$ cat config.mk
export PLATFORM = sky130hd
export DESIGN_NAME = spectrum_bank_ctrl
export DESIGN_NICKNAME = d
export VERILOG_FILES = /design/src/rtl/spectrum_pkg.sv /design/src/rtl/spectrum_bank_ctrl_vs_edge_det.sv /design/src/rtl/spectrum_bank_ctrl.sv
export SDC_FILE = /design/constraint.sdc
export NUM_CORES = 1
export LEC_CHECK = 0
export ABC_AREA = 0
export CAP_MARGIN = 20
export CELL_PAD_IN_SITES_DETAIL_PLACEMENT = 0
export CELL_PAD_IN_SITES_GLOBAL_PLACEMENT = 1
export CORE_MARGIN = 1
export CORE_UTILIZATION = 29
export DETAILED_ROUTE_END_ITERATION = 10
export PLACE_DENSITY = 0.74
export SYNTH_ARGS = -nofsm -noshare
export SYNTH_HDL_FRONTEND = slang
export SYNTH_SLANG_ARGS = --single-unit
$ cat constraint.sdc
create_clock -name pix_clk_i -period 1.8 [get_ports pix_clk_i]
set_clock_uncertainty 0.2 [all_clocks]
set_input_delay 0.36 -clock pix_clk_i [delete_from_list [all_inputs] [get_ports pix_clk_i]]
set_output_delay 0.36 -clock pix_clk_i [all_outputs]
set_load 0.05 [all_outputs]
$ cat src/rtl/spectrum_pkg.sv
// Shared constants and FSM encoding for the spectrum ping-pong bank controller.
package spectrum_pkg;

    typedef enum logic [1:0] {
        W_IDLE = 2'd0,
        W_FILL = 2'd1,
        W_FULL = 2'd2
    } wstate_e;

    localparam int unsigned FFT_POINT_DEF = 256;
    localparam int unsigned ADDR_BITS_DEF = 8;
    localparam int unsigned DATA_W_DEF    = 32;
    localparam int unsigned DROP_CNT_W    = 8;

endpackage

$ cat src/rtl/spectrum_bank_ctrl_vs_edge_det.sv
// Registers vsync and flags its rising edge. The register resets high so that a
// vsync already asserted when reset releases is not mistaken for a new frame.
module vs_edge_det (
    input  logic clk_i,
    input  logic rst_i,
    input  logic vs_i,
    output logic vs_rise_o
);

    logic vs_q;

    // Delayed copy of vsync for edge detection.
    always_ff @(posedge clk_i) begin
        if (rst_i) begin
            vs_q <= 1'b1;
        end else begin
            vs_q <= vs_i;
        end
    end

    assign vs_rise_o = vs_i & ~vs_q;

endmodule

$ cat src/rtl/spectrum_bank_ctrl.sv
// Ping-pong scheduler: fills the bank the display is not reading with one FFT
// frame, then hands it over to the display only on a vsync rising edge.
module spectrum_bank_ctrl
    import spectrum_pkg::*;
#(
    parameter int unsigned FFT_POINT = FFT_POINT_DEF,
    parameter int unsigned ADDR_BITS = ADDR_BITS_DEF,
    parameter int unsigned DATA_W    = DATA_W_DEF
) (
    input  logic                  pix_clk_i,
    input  logic                  rst_i,
    input  logic                  vs_in_i,
    input  logic                  fft_valid_i,
    input  logic                  fft_last_i,
    input  logic [DATA_W-1:0]     fft_data_i,
    output logic                  fft_ready_o,
    output logic                  wr_en_o,
    output logic                  wr_bank_o,
    output logic [ADDR_BITS-1:0]  wr_addr_o,
    output logic [DATA_W-1:0]     wr_data_o,
    output logic                  rd_bank_o,
    output logic                  frame_swap_o,
    output logic [DROP_CNT_W-1:0] drop_cnt_o
);

    localparam logic [ADDR_BITS-1:0] LastAddr = ADDR_BITS'(FFT_POINT - 1);

    wstate_e                 state_q, state_d;
    logic [ADDR_BITS-1:0]    addr_q, addr_d;
    logic                    rd_bank_q, rd_bank_d;
    logic [DROP_CNT_W-1:0]   drop_q, drop_d;
    logic                    ready_q, ready_d;
    logic                    wr_en_q, wr_en_d;
    logic [ADDR_BITS-1:0]    wr_addr_q, wr_addr_d;
    logic [DATA_W-1:0]       wr_data_q, wr_data_d;
    logic                    swap_q, swap_d;
    logic                    vs_rise;
    logic                    accept;

    vs_edge_det u_vs_edge_det (
        .clk_i     (pix_clk_i),
        .rst_i     (rst_i),
        .vs_i      (vs_in_i),
        .vs_rise_o (vs_rise)
    );

    assign accept = fft_valid_i & ready_q;

    // State register plus registered outputs.
    always_ff @(posedge pix_clk_i) begin
        if (rst_i) begin
            state_q   <= W_IDLE;
            addr_q    <= '0;
            rd_bank_q <= 1'b0;
            drop_q    <= '0;
            ready_q   <= 1'b0;
            wr_en_q   <= 1'b0;
            wr_addr_q <= '0;
            wr_data_q <= '0;
            swap_q    <= 1'b0;
        end else begin
            state_q   <= state_d;
            addr_q    <= addr_d;
            rd_bank_q <= rd_bank_d;
            drop_q    <= drop_d;
            ready_q   <= ready_d;
            wr_en_q   <= wr_en_d;
            wr_addr_q <= wr_addr_d;
            wr_data_q <= wr_data_d;
            swap_q    <= swap_d;
        end
    end

    // Next-state: frame fill, drop of short frames, swap at vsync when full.
    always_comb begin
        state_d   = state_q;
        addr_d    = addr_q;
        rd_bank_d = rd_bank_q;
        drop_d    = drop_q;
        case (state_q)
            W_IDLE: begin
                if (accept) begin
                    if (FFT_POINT == 1) begin
                        state_d = W_FULL;
                    end else if (fft_last_i) begin
                        drop_d = (drop_q == '1) ? drop_q : drop_q + 1'b1;
                    end else begin
                        state_d = W_FILL;
                        addr_d  = ADDR_BITS'(1);
                    end
                end
            end
            W_FILL: begin
                if (accept) begin
                    if (addr_q == LastAddr) begin
                        // Completion wins over fft_last; the frame is full either way.
                        state_d = W_FULL;
                        addr_d  = '0;
                    end else if (fft_last_i) begin
                        state_d = W_IDLE;
                        addr_d  = '0;
                        drop_d  = (drop_q == '1) ? drop_q : drop_q + 1'b1;
                    end else begin
                        addr_d = addr_q + 1'b1;
                    end
                end
            end
            W_FULL: begin
                if (vs_rise) begin
                    state_d   = W_IDLE;
                    addr_d    = '0;
                    rd_bank_d = ~rd_bank_q;
                end
            end
            default: begin
                state_d = W_IDLE;
                addr_d  = '0;
            end
        endcase
    end

    // Output decode: ready follows the upcoming state so back-pressure is immediate.
    always_comb begin
        ready_d   = (state_d != W_FULL);
        wr_en_d   = accept;
        wr_addr_d = accept ? addr_q : wr_addr_q;
        wr_data_d = accept ? fft_data_i : wr_data_q;
        swap_d    = (state_q == W_FULL) && vs_rise;
    end

    assign fft_ready_o  = ready_q;
    assign wr_en_o      = wr_en_q;
    assign wr_bank_o    = ~rd_bank_q;
    assign wr_addr_o    = wr_addr_q;
    assign wr_data_o    = wr_data_q;
    assign rd_bank_o    = rd_bank_q;
    assign frame_swap_o = swap_q;
    assign drop_cnt_o   = drop_q;

endmodule

==> impl_metrics.env, run 1 <==
export IMPL_status="complete, but fails checks"
export IMPL_violations="negative setup slack"
export IMPL_peakVddDrop_uv=333.8
export IMPL_cts_buffer_depth=2
export IMPL_syn_nets=338
export IMPL_grt_ovfl_total=0
export IMPL_area_delta_synth_final_pct=70.35
export IMPL_cp_end_kind="flop"
export IMPL_ys_top_cells_by_count="nand2_1, dfxtp_1, a21oi_1"
export IMPL_die_area_um2=9004
export IMPL_synth_edff_count=0
export IMPL_holdBufCountCts=0
export IMPL_clkTransAtPathRegs_ns=0.07
export IMPL_yosys_warnings=0
export IMPL_powerDensity_nw_per_um2=738.4
export IMPL_hold_depth=2
export IMPL_design_area_um2=4263
export IMPL_dp_hpwl_mm=4.745
export IMPL_tritoncts="built"
export IMPL_crit_path_start_kind="flop"
export IMPL_drc=0
export IMPL_crit_type="flop to flop"
export IMPL_grt_pass1_wl_mm=11.22
export IMPL_die_width_um=94.89
export IMPL_yosysSeqAreaShare_pct=50.40
export IMPL_clock_latency_ns=0.34
export IMPL_drtAntennaViolNets=0
export IMPL_synth_flop_cell="dfxtp_1"
export IMPL_clock_sinks=63
export IMPL_coreArea_um2=8299
export IMPL_cellLeakagePower_nw=1.662
export IMPL_cts_root_buffer_cell="clkbuf_8"
export IMPL_hp_class="input port to flop"
export IMPL_netlist_area_um2=2502
export IMPL_routed_wl_mm=6.939
export IMPL_antenna_found_initial=1
export IMPL_grt_util_all_layers_pct=16.27
export IMPL_timing_fmax_mhz=553.6
export IMPL_die_h_um=94.89
export IMPL_finalMaxSlewViolations=0
export IMPL_utilization_pct=51.36
export IMPL_initial_core_util_pct=30.15
export IMPL_io_pins=90
export IMPL_cap_violations=0
export IMPL_port_buffers=89
export IMPL_num_rows=33
export IMPL_cts_htree_levels=3
export IMPL_rsz0062_at_grt="true"
export IMPL_cp_required_ns=1.86
export IMPL_dpl_instance_area_um2=3930
export IMPL_arrival_ns=1.87
export IMPL_wl_per_cell_um=12.95
export IMPL_via_count=2486
export IMPL_whs_ns=0.1611
export IMPL_grt_max_degree=43
export IMPL_r2r_cells=5
export IMPL_synth_top_cells_by_area="dfxtp_1, nand2_1, a21oi_1"
export IMPL_grt_pass1_vias=2369
export IMPL_synth_top_area_share_pct=50.40
export IMPL_n_fill_cell=752
export IMPL_tightest_slew_ns=0.4696
export IMPL_finalCritPeriodShare_pct=100.4
export IMPL_synth_cells=299
export IMPL_synth_seq_cells=63
export IMPL_yosysTopAreaCell="dfxtp_1"
export IMPL_min_period_ns=1.806
export IMPL_crit_fanout=5
export IMPL_setup_tns_ns=-0.006316
export IMPL_viasPerCell=4.638
export IMPL_synth_most_common_cell="nand2_1"
export IMPL_drt_initial_drc_count=116
export IMPL_place_congestion=0.8511
export IMPL_dr_pass1_iters=4
export IMPL_drive_gt1_share_pct=33.49
export IMPL_syn_area_per_cell_um2=8.369
export IMPL_hold_viol=0
export IMPL_layout_nets=464
export IMPL_slew_headroom_pct=68.70
export IMPL_pre_cts_slack_ns=-0.4292
export IMPL_setup_viol=1
export IMPL_setup_slack_ns=-0.006316
export IMPL_ys_types=40
export IMPL_cts_inserted_buffers=9
export IMPL_ys_async_sr_fraction_pct=0
## sequential cells by signal (all words and copies together), names as in the netlist
name / cells
wr_data_o: 32
addr_q: 8
drop_cnt_o: 8
wr_addr_o: 8
state_q: 2
fft_ready_o: 1
frame_swap_o: 1
rd_bank_o: 1
u_vs_edge_det.vs_q: 1
wr_en_o: 1
## what timing repair did
item | CTS | global route
gates resized for setup | 7 | 13
endpoints found under the setup margin | 10 | 17
cloned | 1 | 0
pin swaps | 4 | 5
setup buffers | 2 | 1
## path summary, 6_finish.rpt
kind / endpoint / start / slack (ns)
setup / recovery: drop_cnt_o[6] / drop_cnt_o[0] / -0.006
hold / removal: u_vs_edge_det.vs_q / vs_in_i / 0.16
setup reg to reg: drop_cnt_o[6] / drop_cnt_o[0] / -0.006
hold reg to reg: wr_data_o[14] / wr_data_o[14] / 0.25
## where the power goes
group,switching (mW),internal [mW]
Clock,0.536,0.693
Combinational,0.267,0.195
Sequential,0.0247,1.43
Total,0.827,2.32
## metrics by stage
step / instances / total power [mW]
after floorplan: 299 / 1.732
after global placement: 515 / 1.938
after detailed placement: 515 / 1.944
after CTS: 534 / 3.194
after global routing: 536 / 3.288
final: 536 / 3.148
## logic make-up after synthesis
| group | synth area share [%] |
|---|---|
| AND/OR/NAND/NOR | 23.30 |
| AO/OA/AOI/OAI | 17.80 |
| flip-flops | 50.40 |
| buffers and inverters | 4.000 |
| multiplexers | 2.100 |
| XOR/XNOR | 1.400 |
| adder cells (fa/ha/maj) | 0.9998 |
## per-layer routing
layer  GRT usage, %  share of wire [%]  up-vias
met2          25.24                 48       66
li1               -                  -     1279
met1          20.57                 44     1135
met5              0                  0        -
met4          6.692                1.0        0
met3          5.475                6.5        6
## area by class of cell
class,count,area (µm²),area share (%)
repair buffers,132,1338,31.38
flip-flops and latches,63,1286,30.17
multi-input cells,212,1275,29.91
clock buffers,14,193.9,4.549
well taps,105,131.4,3.082
inverters,7,26.28,0.6164
clock inverters,2,10.01,0.2348
diodes,1,2.502,0.05870
## worst max-delay path, stage by stage, from the launching register on
cell,delay [ns]
dfxtp_4,0.35
ha_4,0.16
nand3_2,0.13
o2111ai_4,0.20
or4_1,0.54
a21oi_1,0.16
## cell usage in the layout (no fill, tap or decap), drive strengths merged, types with 2 or more instances in the layout
cell	count
buf	97
nand4	3
mux2	2
clkinv	2
clkdlybuf4s50	32
nor4	5
dfxtp	63
clkbuf	14
o21ai	2
xnor2	4
nand3b	2
inv	7
a211oi	3
ha	2
or4	5
nand2	84
o2111ai	2
nor2	13
and2	2
mux2i	3
nand3	4
or2b	2
dlymetal6s2s	2
a21oi	51
nor2b	4
o31ai	5
Power figures use the tool's default switching activity.
==> inputs of run 2 (changes only) <==
PLACE_DENSITY = 0.83   (was 0.74)
==> run 2 against run 1 <==
  * The flow still finishes with violations (negative setup slack)
  * Sequential cell count stayed put
  * Fmax is 0.67% lower
  * Via count grew 0.32%
  * Final cell count down 0.19%
  * First-iteration DRC count shrank 55%
  * Final area rose by 0.32%
  * Global-route usage shrank 0.79 points
  * Sequential power barely moved
  * Critical path depth grew 1
  * Utilization increased by 0.17 points
  * Non-clock buffer count grew 1
  * Critical path type unchanged
  * Critical endpoint is now drop_cnt_o[3]
  * Largest power group unchanged
==> impl_metrics.env, run 2 (synthesis results as in run 1) <==
export IMPL_routed_wl_mm=6.752
export IMPL_rr_endpoint="drop_cnt_o[3]"
export IMPL_cellLeakagePower_nw=1.666
export IMPL_largest_register_ffs=32
export IMPL_final_common_cell="nand2_1"
export IMPL_crit_slowest_cell="or4_1"
export IMPL_cap_violations=0
export IMPL_initial_core_util_pct=30.15
export IMPL_layout_nets=464
export IMPL_io_pins=90
export IMPL_crit_fanout=3
export IMPL_power_mw=3.072
export IMPL_wl_per_cell_um=12.62
export IMPL_finalCritPeriodShare_pct=101.0
export IMPL_hold_viol=0
export IMPL_grt_util_all_layers_pct=15.48
export IMPL_grt_pass1_vias=2316
export IMPL_grt_pass1_wl_mm=10.69
export IMPL_pwr_share_comb_pct=15.2
export IMPL_p_switching_mw=0.8234
export IMPL_design_area_um2=4277
export IMPL_drc=0
export IMPL_pwr_share_clk_pct=37.4
export IMPL_layout_common_cells="nand2_1, buf_4, dfxtp_1, a21oi_1, clkdlybuf4s50_1"
export IMPL_grt_ovfl_total=0
export IMPL_dpl_instance_area_um2=3928
export IMPL_violations="negative setup slack"
export IMPL_crit_type="flop to flop"
export IMPL_rsz0062_at_grt="true"
export IMPL_crit_start="drop_cnt_o[1]"
export IMPL_r2r_cells=6
export IMPL_slew_headroom_pct=70.96
export IMPL_die_width_um=94.89
export IMPL_port_buffers=89
export IMPL_die_area_um2=9004
export IMPL_antenna_found_initial=0
export IMPL_cts_root_buffer_cell="clkbuf_8"
export IMPL_n_fill_cell=782
export IMPL_cts_buffer_depth=2
export IMPL_cp_end_kind="flop"
export IMPL_setup_slack_ns=-0.01853
export IMPL_clock_latency_ns=0.33
export IMPL_viasPerCell=4.662
export IMPL_drive_gt1_share_pct=33.72
export IMPL_holdBufCountCts=0
export IMPL_status="complete, but fails checks"
export IMPL_cts_htree_levels=3
export IMPL_hp_class="input port to flop"
export IMPL_cp_buffers_inverters=1
export IMPL_clock_sinks=63
export IMPL_p_int_mw=2.248
export IMPL_rrSetupSlack_ns=-0.02
export IMPL_timing_fmax_mhz=549.9
export IMPL_drt_initial_drc_count=52
export IMPL_die_h_um=94.89
export IMPL_seq_area_um2=1285
export IMPL_sw_frac_of_total_pct=26.81
export IMPL_cp_required_ns=1.86
export IMPL_powerDensity_nw_per_um2=718.2
export IMPL_dr_pass1_iters=4
export IMPL_arrival_ns=1.88
export IMPL_tritoncts="built"
export IMPL_critPathCapture="drop_cnt_o[3]"
export IMPL_path_cells="ha_4, nand3_2, o2111ai_4, buf_6, or4_1, a21oi_1"
export IMPL_dp_hpwl_mm=4.690
export IMPL_grt_max_degree=43
export IMPL_multi_input_area_um2=1269
export IMPL_drtAntennaViolNets=0
export IMPL_min_period_ns=1.819
export IMPL_pre_cts_slack_ns=-0.3847
export IMPL_reg2reg_from="drop_cnt_o[1]"
export IMPL_tightest_slew_ns=0.4357
export IMPL_max_stage_delay_ns=0.50
export IMPL_cp_depth=6
export IMPL_hold_depth=2
export IMPL_cp_top_family="simple AND/OR/NAND/NOR gates"
export IMPL_num_rows=33
export IMPL_coreArea_um2=8299
export IMPL_via_count=2494
export IMPL_area_delta_synth_final_pct=70.90
export IMPL_crit_path_start_kind="flop"
export IMPL_peakVddDrop_uv=339.2
export IMPL_finalMaxSlewViolations=0
export IMPL_cts_inserted_buffers=9
export IMPL_seq_power_share_pct=47.5
export IMPL_setup_viol=2
export IMPL_antennaDiodeCount=0
export IMPL_place_congestion=0.8507
export IMPL_clkTransAtPathRegs_ns=0.07
## run 2: changes by cell type in the layout (fill, tap and decap cells not counted), moves of 2 or more
cell            before  now
or4_4                0    2
buf_4               74   71
dlymetal6s2s_1       2    0
clkbuf_8            12   10
a21oi_2              1    3
buf_12              20   23
a21oi_1             50   48
or4_1                5    3
## run 2: repair_timing
item / CTS / global route
buffers inserted: 7 / 0
endpoints found under the setup margin: 7 / 10
resized for setup: 18 / 7
pin swaps: 9 / 8
## run 2: worst register-to-register path, delay by kind of cell, from the launching register on
kind                       cells  cell delay [ns]
DFF                            1             0.35
adders and majority gates      1             0.16
and+or+nand+nor                2             0.59
buffers and inverters          1             0.16
AOI/OAI and AO/OA              2             0.29
## run 2: cell type report
cell class / count / share of cell area, %
repair buffers: 133 / 32.27
clock buffers: 13 / 3.979
clock inverters: 3 / 0.3511
well taps: 105 / 3.072
inverters: 7 / 0.6144
multi-input cells: 211 / 29.67
flip-flops and latches: 63 / 30.05
## run 2: per-layer routing
metal,vias up,global-route usage [%],wire [µm]
li1,1267,-,-
met5,-,0,0
met3,5,5.153,374
met1,1152,19.03,3031
met4,0,4.924,57
met2,70,25.42,3289
## run 2: how the worst min path moves through the flow
stage | startpoint | end | slack, ns
after floorplan | addr_q[7] | wr_addr_o[7] | 0.26
final | rst_i | state_q[1] | 0.17
after detailed placement | wr_data_o[18] | wr_data_o[18] | 0.25
after global routing | rst_i | state_q[1] | 0.18
after global placement | wr_data_o[10] | wr_data_o[10] | 0.24
after CTS | rst_i | state_q[1] | 0.14
## run 2: power by group through the flow
| stage | Combinational (mW) | Sequential (mW) | Clock, mW |
|---|---|---|---|
| floorplan | 0.117 | 1.62 | 0 |
| global placement | 0.452 | 1.49 | 0 |
| detailed placement | 0.458 | 1.49 | 0 |
| CTS | 0.467 | 1.46 | 1.20 |
| global route | 0.499 | 1.46 | 1.25 |
| finish | 0.466 | 1.46 | 1.15 |
## run 2: metrics by stage
stage / utilization [%] / cells / hold slack [ns] / TNS (ns)
2_1_floorplan: - / 299 / 0.2571 / -0.06395
3_3_place_gp: 47.32 / 513 / 0.2434 / -9.023
3_5_place_dp: 47.32 / 513 / 0.2476 / -11.59
4_1_cts: 51.17 / 535 / 0.1420 / -0.01929
5_1_grt: 51.53 / 535 / 0.1842 / -0.3809
6_report: 51.53 / 535 / 0.1654 / -0.02969
==> inputs of run 3 (changes only) <==
PLACE_DENSITY = 0.82   (was 0.83)
==> run 3 against run 2 <==
  * The flow now finishes without violations
  * Clock power rose by 11%
  * Die area did not move
  * Combinational power fell by 3%
  * Non-clock buffer count fell by 7
  * Register-to-register slack improved by 0.06 ns
  * Sequential share of layout area rose by 0.39 points
  * Critical endpoint is now drop_cnt_o[6]
  * Largest power group unchanged
==> impl_metrics.env, run 3 (synthesis results as in run 1) <==
export IMPL_status="finished, final reports clean"
export IMPL_grt_ovfl_total=0
export IMPL_die_area_um2=9004
export IMPL_powerDensity_nw_per_um2=757.6
export IMPL_area_delta_synth_final_pct=68.55
export IMPL_die_h_um=94.89
export IMPL_tightest_slew_ns=0.4309
export IMPL_via_count=2427
export IMPL_routed_wl_mm=6.699
export IMPL_grt_max_degree=43
export IMPL_instances_no_fill=529
export IMPL_place_congestion=0.8471
export IMPL_peakVddDrop_uv=333.3
export IMPL_num_rows=33
export IMPL_tritoncts="built"
export IMPL_die_width_um=94.89
export IMPL_min_period_ns=1.760
export IMPL_setup_slack_ns=0.03980
export IMPL_io_pins=90
export IMPL_drtAntennaViolNets=0
export IMPL_crit_slowest_cell="or4_4"
export IMPL_grt_util_all_layers_pct=15.23
export IMPL_port_buffers=89
export IMPL_grt_pass1_vias=2292
export IMPL_cp_required_ns=1.88
export IMPL_dp_cells=509
export IMPL_antennaDiodeCount=0
export IMPL_max_stage_delay_ns=0.58
export IMPL_cp_end_kind="flop"
export IMPL_dp_hpwl_mm=4.662
export IMPL_hold_viol=0
export IMPL_grt_pass1_wl_mm=10.52
export IMPL_cts_htree_levels=3
export IMPL_hp_class="input port to flop"
export IMPL_cellLeakagePower_nw=1.622
export IMPL_drc=0
export IMPL_largest_register_ffs=32
export IMPL_slew_headroom_pct=71.28
export IMPL_clkTransAtPathRegs_ns=0.07
export IMPL_layout_common_cells="nand2_1, buf_4, dfxtp_1, a21oi_1, clkdlybuf4s50_1"
export IMPL_crit_path_start_kind="flop"
export IMPL_dr_pass1_iters=4
export IMPL_cts_buffer_depth=2
export IMPL_coreArea_um2=8299
export IMPL_cts_inserted_buffers=9
export IMPL_cap_violations=0
export IMPL_layout_nets=458
export IMPL_final_common_cell="nand2_1"
export IMPL_drive_gt1_share_pct=33.25
export IMPL_antenna_found_initial=0
export IMPL_arrival_ns=1.84
export IMPL_cts_root_buffer_cell="clkbuf_8"
export IMPL_drt_initial_drc_count=64
export IMPL_initial_core_util_pct=30.15
export IMPL_holdBufCountCts=0
export IMPL_finalCritPeriodShare_pct=97.79
export IMPL_clock_latency_ns=0.34
export IMPL_crit_type="flop to flop"
export IMPL_rsz0062_at_grt="true"
export IMPL_power_mw=3.195
export IMPL_pre_cts_slack_ns=-0.4541
export IMPL_crit_fanout=5
export IMPL_wl_per_cell_um=12.66
export IMPL_path_cells="ha_4, nand3_4, o2111ai_4, or4_4, a21oi_2"
export IMPL_finalMaxSlewViolations=0
export IMPL_timing_fmax_mhz=568.1
export IMPL_setup_tns_ns=0
export IMPL_viasPerCell=4.588
export IMPL_setup_viol=0
export IMPL_clock_sinks=63
[run 3: cell count changes in the layout (fill, tap and decap cells not counted), moves of 2 or more]
cell	before	now
buf_12	23	20
buf_4	71	68
dfxtp_2	7	9
clkbuf_1	2	0
[run 3: stage by stage]
stage / hold WS [ns] / cell area [µm²] / util, %
after detailed placement: 0.2493 / 3885 / 46.81
final: 0.1053 / 4218 / 50.82
after CTS: 0.1062 / 4133 / 49.80
after global routing: 0.1156 / 4218 / 50.82
after global placement: 0.2437 / 3885 / 46.81
after floorplan: 0.2571 / 2581 / -
[run 3: worst max-delay path, delay by kind of cell (launching register included)]
family,cells,cell delay [ns]
and+or+nand+nor,2,0.67
AOI/OAI and AO/OA,2,0.30
adders and majority gates,1,0.17
DFF,1,0.35
[run 3: layout make-up]
type	count	area (µm²)
clock buffer	11	151.4
clock inverter	5	56.30
inverter	7	26.28
tap	105	131.4
multi-input combinational	212	1280
fill	802	4081
timing repair buffer	126	1289
sequential	63	1284
[run 3: worst paths after layout]
check	from	end	slack, ns	cells past startpoint
max	drop_cnt_o[0]	drop_cnt_o[6]	0.04	5
min	rst_i	drop_cnt_o[6]	0.11	2
max reg2reg	drop_cnt_o[0]	drop_cnt_o[6]	0.04	5
min reg2reg	wr_data_o[22]	wr_data_o[22]	0.26	2
[run 3: repair_timing]
item / CTS / global route
setup buffers: 1 / 2
gates resized for setup: 8 / 13
cloned: 0 / 1
pin swaps: 4 / 7
setup endpoints to repair: 5 / 16
[run 3: layer usage]
metal	track usage (%)	up-vias	wire (µm)
li1	-	1259	-
met3	5.475	7	373
met5	0	-	0
met2	24.46	60	3131
met1	18.44	1101	3101
met4	6.061	0	92
[run 3: power by group]
| group | switching, mW | internal (mW) | total, mW |
|---|---|---|---|
| Clock | 0.572 | 0.712 | 1.28 |
| Combinational | 0.262 | 0.192 | 0.453 |
| Sequential | 0.0251 | 1.43 | 1.46 |
| Total | 0.859 | 2.34 | 3.20 |
